`src/rtl/pipe_hazard_ctrl_pkg.sv`:
```
// Shared types for the pipeline interlock controller: FSM states and
// scoreboard entries, plus the scoreboard match helper.
package hazard_pkg;

  typedef enum logic [1:0] {RUN = 2'd0, BR_WAIT = 2'd1} hz_state_t;

  typedef struct packed {
    logic       valid;
    logic [3:0] rd;
  } sb_entry_t;

  localparam int SB_DEPTH = 3;

  function automatic logic sb_hit(input sb_entry_t e, input logic [3:0] sel);
    return e.valid && (e.rd == sel);
  endfunction

endpackage

```
`src/rtl/pipe_hazard_ctrl_if.sv`:
```
// Decode-side request and pipe-control bundle between the pipeline
// (master) and the hazard controller (slave).
interface pipe_hazard_ctrl_if #(parameter int selectionBits = 4);
  logic                     dec_valid;
  logic [selectionBits-1:0] dec_rs1;
  logic [selectionBits-1:0] dec_rs2;
  logic                     dec_rs1_used;
  logic                     dec_rs2_used;
  logic                     dec_wr_en;
  logic [selectionBits-1:0] dec_rd;
  logic                     dec_branch;
  logic                     mem_branch_taken;
  logic                     hold_fd;
  logic                     kill_fd;
  logic                     bubble_de;
  logic                     kill_em;

  modport master (
    output dec_valid, dec_rs1, dec_rs2, dec_rs1_used, dec_rs2_used,
           dec_wr_en, dec_rd, dec_branch, mem_branch_taken,
    input  hold_fd, kill_fd, bubble_de, kill_em
  );

  modport slave (
    input  dec_valid, dec_rs1, dec_rs2, dec_rs1_used, dec_rs2_used,
           dec_wr_en, dec_rd, dec_branch, mem_branch_taken,
    output hold_fd, kill_fd, bubble_de, kill_em
  );
endinterface

```
`src/rtl/pipe_hazard_ctrl_sat_counter.sv`:
```
// Saturating event counter: holds at all-ones instead of wrapping.
module hz_sat_counter #(
  parameter int width = 16
) (
  input  logic             clk,
  input  logic             rst,
  input  logic             inc,
  output logic [width-1:0] count
);

  // Count up on inc until all-ones is reached
  always_ff @(posedge clk or posedge rst) begin
    if (rst) begin
      count <= '0;
    end else if (inc && (count != {width{1'b1}})) begin
      count <= count + {{(width-1){1'b0}}, 1'b1};
    end else begin
      count <= count;
    end
  end

endmodule

```
`src/rtl/pipe_hazard_ctrl.sv`:
```
// RAW interlock and taken-branch flush controller with debug counters.
// Optional macro BRANCH_SPECULATE_EN: fetch past branches, no BR_WAIT.
module pipe_hazard_ctrl
  import hazard_pkg::*;
#(
  parameter int registerQuantity = 16,
  parameter int selectionBits    = 4,
  parameter int counterWidth     = 16
) (
  input  logic                    clk,
  input  logic                    rst,
  pipe_hazard_ctrl_if.slave       bus,
  output logic [1:0]              state_o,
  output logic [counterWidth-1:0] stall_cnt,
  output logic [counterWidth-1:0] flush_cnt
);

  // Scoreboard entries carry 4-bit selectors; reject configurations that do not fit.
  if ((selectionBits != 4) || (registerQuantity > (1 << selectionBits))) begin : g_bad_cfg
    $error("pipe_hazard_ctrl: unsupported register configuration");
  end

  hz_state_t  state_r;
  logic [1:0] wait_cnt_r;
  sb_entry_t  sb_r [SB_DEPTH];

  logic hazard_s;
  logic flush_s;
  logic issue_s;
  logic stall_inc_s;

  // Source match against EX, MEM and WB writers (WB included: regfile writes late)
  always_comb begin
    hazard_s = 1'b0;
    for (int i = 0; i < SB_DEPTH; i++) begin
      if (bus.dec_valid &&
          ((bus.dec_rs1_used && sb_hit(sb_r[i], bus.dec_rs1)) ||
           (bus.dec_rs2_used && sb_hit(sb_r[i], bus.dec_rs2)))) begin
        hazard_s = 1'b1;
      end else begin
        hazard_s = hazard_s;
      end
    end
  end

  assign flush_s     = bus.mem_branch_taken;
  assign issue_s     = bus.dec_valid & ~hazard_s & ~flush_s & (state_r == RUN);
  assign stall_inc_s = bus.bubble_de & ~flush_s;
  assign state_o     = state_r;

  // Pipe controls; flush overrides both the hazard stall and the branch wait
  always_comb begin
    bus.hold_fd   = 1'b0;
    bus.kill_fd   = 1'b0;
    bus.bubble_de = 1'b0;
    bus.kill_em   = 1'b0;
    if (flush_s) begin
      bus.kill_fd   = 1'b1;
      bus.bubble_de = 1'b1;
      bus.kill_em   = 1'b1;
    end else if ((state_r == BR_WAIT) || hazard_s) begin
      bus.hold_fd   = 1'b1;
      bus.bubble_de = 1'b1;
    end else begin
      bus.hold_fd   = 1'b0;
      bus.bubble_de = 1'b0;
    end
  end

  // Scoreboard shift EX -> MEM -> WB; a flush squashes the EX writer
  always_ff @(posedge clk or posedge rst) begin
    if (rst) begin
      for (int i = 0; i < SB_DEPTH; i++) begin
        sb_r[i] <= '0;
      end
    end else begin
      sb_r[0] <= '{valid: issue_s & bus.dec_wr_en, rd: bus.dec_rd};
      sb_r[1] <= '{valid: sb_r[0].valid & ~flush_s, rd: sb_r[0].rd};
      sb_r[2] <= sb_r[1];
    end
  end

  // Branch-wait FSM
  always_ff @(posedge clk or posedge rst) begin
    if (rst) begin
      state_r    <= RUN;
      wait_cnt_r <= 2'd0;
    end else begin
      case (state_r)
        RUN: begin
`ifdef BRANCH_SPECULATE_EN
          state_r    <= RUN;
          wait_cnt_r <= 2'd0;
`else
          if (issue_s && bus.dec_branch) begin
            state_r    <= BR_WAIT;
            wait_cnt_r <= 2'd2;
          end else begin
            state_r    <= RUN;
            wait_cnt_r <= 2'd0;
          end
`endif
        end
        BR_WAIT: begin
          wait_cnt_r <= wait_cnt_r - 2'd1;
          if (flush_s || (wait_cnt_r == 2'd1)) begin
            state_r <= RUN;
          end else begin
            state_r <= BR_WAIT;
          end
        end
        default: begin
          state_r    <= RUN;
          wait_cnt_r <= 2'd0;
        end
      endcase
    end
  end

  hz_sat_counter #(.width(counterWidth)) u_stall_cnt (
    .clk   (clk),
    .rst   (rst),
    .inc   (stall_inc_s),
    .count (stall_cnt)
  );

  hz_sat_counter #(.width(counterWidth)) u_flush_cnt (
    .clk   (clk),
    .rst   (rst),
    .inc   (flush_s),
    .count (flush_cnt)
  );

endmodule

```
`src/flat_wrapper.sv`:
```
// flat-port wrapper written by rule: the top's interface ports become plain ports
module pipe_hazard_ctrl_flat import hazard_pkg::*;
#(
  parameter int registerQuantity = 16,
  parameter int selectionBits    = 4,
  parameter int counterWidth     = 16
)
  (clk, rst, state_o, stall_cnt, flush_cnt, bus_dec_valid, bus_dec_rs1, bus_dec_rs2, bus_dec_rs1_used, bus_dec_rs2_used, bus_dec_wr_en, bus_dec_rd, bus_dec_branch, bus_mem_branch_taken, bus_hold_fd, bus_kill_fd, bus_bubble_de, bus_kill_em);
  pipe_hazard_ctrl_if #(.selectionBits(selectionBits)) bus_i ();
  input  logic clk;
  input  logic rst;
  output logic [1:0] state_o;
  output logic [counterWidth-1:0] stall_cnt;
  output logic [counterWidth-1:0] flush_cnt;
  input wire logic [$bits(bus_i.dec_valid)-1:0] bus_dec_valid;
  input wire logic [$bits(bus_i.dec_rs1)-1:0] bus_dec_rs1;
  input wire logic [$bits(bus_i.dec_rs2)-1:0] bus_dec_rs2;
  input wire logic [$bits(bus_i.dec_rs1_used)-1:0] bus_dec_rs1_used;
  input wire logic [$bits(bus_i.dec_rs2_used)-1:0] bus_dec_rs2_used;
  input wire logic [$bits(bus_i.dec_wr_en)-1:0] bus_dec_wr_en;
  input wire logic [$bits(bus_i.dec_rd)-1:0] bus_dec_rd;
  input wire logic [$bits(bus_i.dec_branch)-1:0] bus_dec_branch;
  input wire logic [$bits(bus_i.mem_branch_taken)-1:0] bus_mem_branch_taken;
  output wire logic [$bits(bus_i.hold_fd)-1:0] bus_hold_fd;
  output wire logic [$bits(bus_i.kill_fd)-1:0] bus_kill_fd;
  output wire logic [$bits(bus_i.bubble_de)-1:0] bus_bubble_de;
  output wire logic [$bits(bus_i.kill_em)-1:0] bus_kill_em;
  assign bus_i.dec_valid = bus_dec_valid;
  assign bus_i.dec_rs1 = bus_dec_rs1;
  assign bus_i.dec_rs2 = bus_dec_rs2;
  assign bus_i.dec_rs1_used = bus_dec_rs1_used;
  assign bus_i.dec_rs2_used = bus_dec_rs2_used;
  assign bus_i.dec_wr_en = bus_dec_wr_en;
  assign bus_i.dec_rd = bus_dec_rd;
  assign bus_i.dec_branch = bus_dec_branch;
  assign bus_i.mem_branch_taken = bus_mem_branch_taken;
  assign bus_hold_fd = bus_i.hold_fd;
  assign bus_kill_fd = bus_i.kill_fd;
  assign bus_bubble_de = bus_i.bubble_de;
  assign bus_kill_em = bus_i.kill_em;
  pipe_hazard_ctrl #(.registerQuantity(registerQuantity), .selectionBits(selectionBits), .counterWidth(counterWidth)) u_core (.clk(clk), .rst(rst), .bus(bus_i), .state_o(state_o), .stall_cnt(stall_cnt), .flush_cnt(flush_cnt));
endmodule
```
`config.mk`:
```
export PLATFORM = sky130hd
export DESIGN_NAME = pipe_hazard_ctrl_flat
export DESIGN_NICKNAME = d
export VERILOG_FILES = /design/src/rtl/pipe_hazard_ctrl_pkg.sv /design/src/rtl/pipe_hazard_ctrl_if.sv /design/src/rtl/pipe_hazard_ctrl_sat_counter.sv /design/src/rtl/pipe_hazard_ctrl.sv /design/src/flat_wrapper.sv
export SDC_FILE = /design/constraint.sdc
export NUM_CORES = 1
export LEC_CHECK = 0
export CAP_MARGIN = 25
export CORE_MARGIN = 2
export CORE_UTILIZATION = 65
export DETAILED_ROUTE_END_ITERATION = 16
export DONT_BUFFER_PORTS = 1
export MAX_ROUTING_LAYER = met4
export PLACE_DENSITY = 0.84
export SYNTH_ARGS = -nofsm -noshare
export SYNTH_HDL_FRONTEND = slang
export SYNTH_HIERARCHICAL = 1
export SYNTH_SLANG_ARGS = --single-unit
```
`constraint.sdc`:
```
create_clock -name clk -period 3.6 [get_ports clk]
set_input_delay 0.72 -clock clk [delete_from_list [all_inputs] [get_ports clk]]
set_output_delay 0.72 -clock clk [all_outputs]
set_load 0.01 [all_outputs]
```
==> metrics.md <==
| Metric | Value |
|---|---|
| Pre-antenna DRT Iters | 4 |
| Die area | 0.00437 mm2 |
| Hold Buf Count CTS | 0 |
| Fillers | 266 |
| Crit-path slowest cell | a211oi_2 |
| Initial antenna violation count | 0 |
| Total gr overflow | 0 |
| CP required | approximately 3.8 ns |
| Max-Slew Margin vs Limit | 0.566 |
| Worst Max-Slew Pin Slew | 0.651 ns |
| Hold crit path type | in -> async |
| Post-route insts no fill | about 270 |
| Syn nets | 243 |
| Placer congestion estimate | 0.844 |
| Worst-Skew Late Latency | ~0.30 ns |
| CTS root buffer | clkbuf_8 |
| Top Family by Delay on Critical Path | simple AND/OR/NAND/NOR gates |
| Worst-path clk slew | ~0.09 ns |
| DP Wirelength | around 3.8 mm |
| Total wire length | ~5.1 mm |
| Synth Register Bits | 50 |
| Peak VDD IR | 0.340 mV |
| Chip height | ~66 um |
| Tcrit/Tclk final | 0.802 |
| Standard-cell row count | 22 |
| Fmax | 346 MHz |
| Pre-CTS setup slack | 0.495 ns |
| Sequential share of the synthesized area | 0.499 |
| Post-synth cell types | 34 |
| GRT Resource Usage Total | 0.262 |
| Max-cap violations | 0 |
| IO Pins | 58 |
| Leakage | approximately 1.2 nW |
| CTS tree | done |
| Critical path cell sequence | xor2_1 > nor3_1 > nand4_1 > and4_4 > a211oi_2 > and4_1 > nand3_1 > nor2_1 > mux2_2 |
| R2R Path End | u_core/u_stall_cnt/count[14] |
| Buf/Inv on CP | 0 |
| Clk_skew | approximately 0.0075 ns |
| Worst r2r path cells | 9 |
| CTS Sinks | 50 |
| PwrDens | 503 mW/mm2 |
| Fin crit period | 2.89 ns |
| Vias after detailed routing | 1,721 |
| Initial Util | 0.680 |
| DRT iter0 DRCs | 55 |
| Largest net degree at the start of global routing | 19 |
| Core area | 0.00369 mm2 |
| Final net count | 247 |
| PostCTS Resize Cnt | 0 |
| Slew Viols, Final | 0 |
| Inserted Diodes | 0 |
| PortBufs | 0 |
| Remaining DRCs | 0 |
| RSZ-0062 raised after global routing | no |
| Area delta synth->final | 6.03% |
| Via density | 6.30 |
| R2R Path Start | u_core/sb_r[10] |
| Final TNS setup | 0 ns |
| Total power draw | about 0.0013 W |
| Worst path depth | 9 |
| Reg-to-reg slack, setup | 0.71 ns |
| Startpoint Class | flip-flop |
| First-pass GRT wire length | approximately 8.3 mm |
| # H-tree levels | 2 |
| Setup Viol. Count Final | 0 |
| Avg Inst Size Synth | approximately 11 um2 |
| Status | finished clean |
| CTS max path bufs | 2 |
| Post-CTS Setup Repair Bufs | 0 |
| DIE WIDTH | 66.1 um |
| Setup WS post-layout | about 0.71 ns |
| Wire per inst | ~19 um |
| Number of global-route vias before repair | approximately 1,800 |
| Crit path DAT | 3.08 ns |
| Commonest non-fill, non-tap cell in the layout | dfrtp_1 |
| WS Path Type | reg -> reg |
| Antenna-violating nets left | 0 |
| Mapped cell area | 0.00251 mm2 |
| Syn. warnings | 6 |
| Final Hold Vio Count | 0 |
| Crit-path max FO | 7 |
| Synth Instances | 220 |
| Commonest cells after routing, fill and taps aside | dfrtp_1 (50), xnor2_1 (28), xor2_1 (18), nand3_1 (17), nand4_1 (14) |
| Max incr delay on CP | 0.55 ns |
| Num CTS Buffers | 5 |
| Worst setup EP type | flip-flop |
| Share of layout cells above drive strength 1 | 0.124 |
| Placed cells | 265 |
power by group:
part / leakage [nW] / total (W) / internal, W / switching (W)
combinational: 0.483 / 0.000178 / 0.0000883 / 0.0000896
sequential: 0.650 / 0.000768 / 0.000629 / 0.000139
clock: 0.0504 / 0.000392 / 0.000207 / 0.000185
synthesized netlist by cell type, drive strengths merged:
library cell	number	area, um2
and3	12	77.6
a211oi	1	12.5
buf	3	22.5
conb	1	3.75
mux2i	2	20.0
a31oi	1	6.26
a22o	1	8.76
a21o	1	7.51
xnor2	28	245
xor2	18	158
ha	3	37.5
nor2	9	33.8
nand4	18	155
nor4	4	67.6
dfrtp	50	1250
mux2	4	45.0
inv	4	15.0
and4	9	83.8
nor2b	2	12.5
and2	2	12.5
nor3b	1	7.51
nand2	14	57.6
a21oi	4	20.0
nor3	7	35.0
nand3	17	85.1
o21a	2	15.0
nand2b	2	12.5
state kept, by name (all words and copies together), names as in the netlist:
name	flops
u_core/u_stall_cnt/count	16
u_core/u_flush_cnt/count	16
u_core/state_o	1
u_core/sb_r	15
u_core/wait_cnt_r	2
worst register-to-register path, cell delays in order, from the launching register on:
cell and delay [ns]:
dfrtp_1 0.44, xor2_1 0.19, nor3_1 0.27, nand4_1 0.14, and4_4 0.21, a211oi_2 0.55
and4_1 0.37, nand3_1 0.15, nor2_1 0.14, mux2_2 0.33
kinds of logic after synthesis:
kind of cell | after synthesis | synth area share
mux | 6 | 0.0259
flops | 50 | 0.499
compound gates | 10 | 0.0279
buf+inv | 7 | 0.0150
other cells | 1 | 0.00149
fa+ha+maj | 3 | 0.0150
simple gates | 97 | 0.255
xor+xnor | 46 | 0.161
how the worst max path moves through the flow:
stage | from | to | slack, ns
final | u_core/sb_r[10] | u_core/u_stall_cnt/count[14] | 0.71
after global routing | u_core/sb_r[0] | u_core/u_stall_cnt/count[14] | 0.63
after CTS | u_core/sb_r[10] | u_core/u_stall_cnt/count[14] | 0.77
after detailed placement | bus_dec_rs1[0] | u_core/u_stall_cnt/count[14] | 0.50
after global placement | bus_dec_rs1[0] | u_core/u_stall_cnt/count[14] | 0.65
after floorplan | bus_dec_rs1[1] | u_core/u_stall_cnt/count[14] | 0.86
per-layer routing:
layer  wire length (um)  part of all wire  up-vias  GRT usage
met1               2000              0.39      855      0.293
met4                100             0.019        0      0.120
met5                  0                 0        -          -
met3                324             0.063       13     0.0767
li1                   -                 -      789          -
met2               2700              0.53       64      0.435
per-stage QoR:
stage | instance area, um2 | util | hold WS (ns)
floorplan | 2510 | - | 0.375
global placement | 2550 | 0.690 | 0.400
detailed placement | 2550 | 0.690 | 0.413
CTS | 2660 | 0.721 | 0.354
global route | 2660 | 0.721 | 0.379
finish | 2660 | 0.721 | 0.361
cell type report:
cell class,count,area [um2],share of cell area
Sequential cell,50,1250,0.470
Multi-Input combinational cell,163,1220,0.459
Clock buffer,5,68.8,0.0259
Tap cell,48,60.1,0.0226
Clock inverter,3,45.0,0.0169
Inverter,4,15.0,0.00564
(Power assumes the default switching activity.)
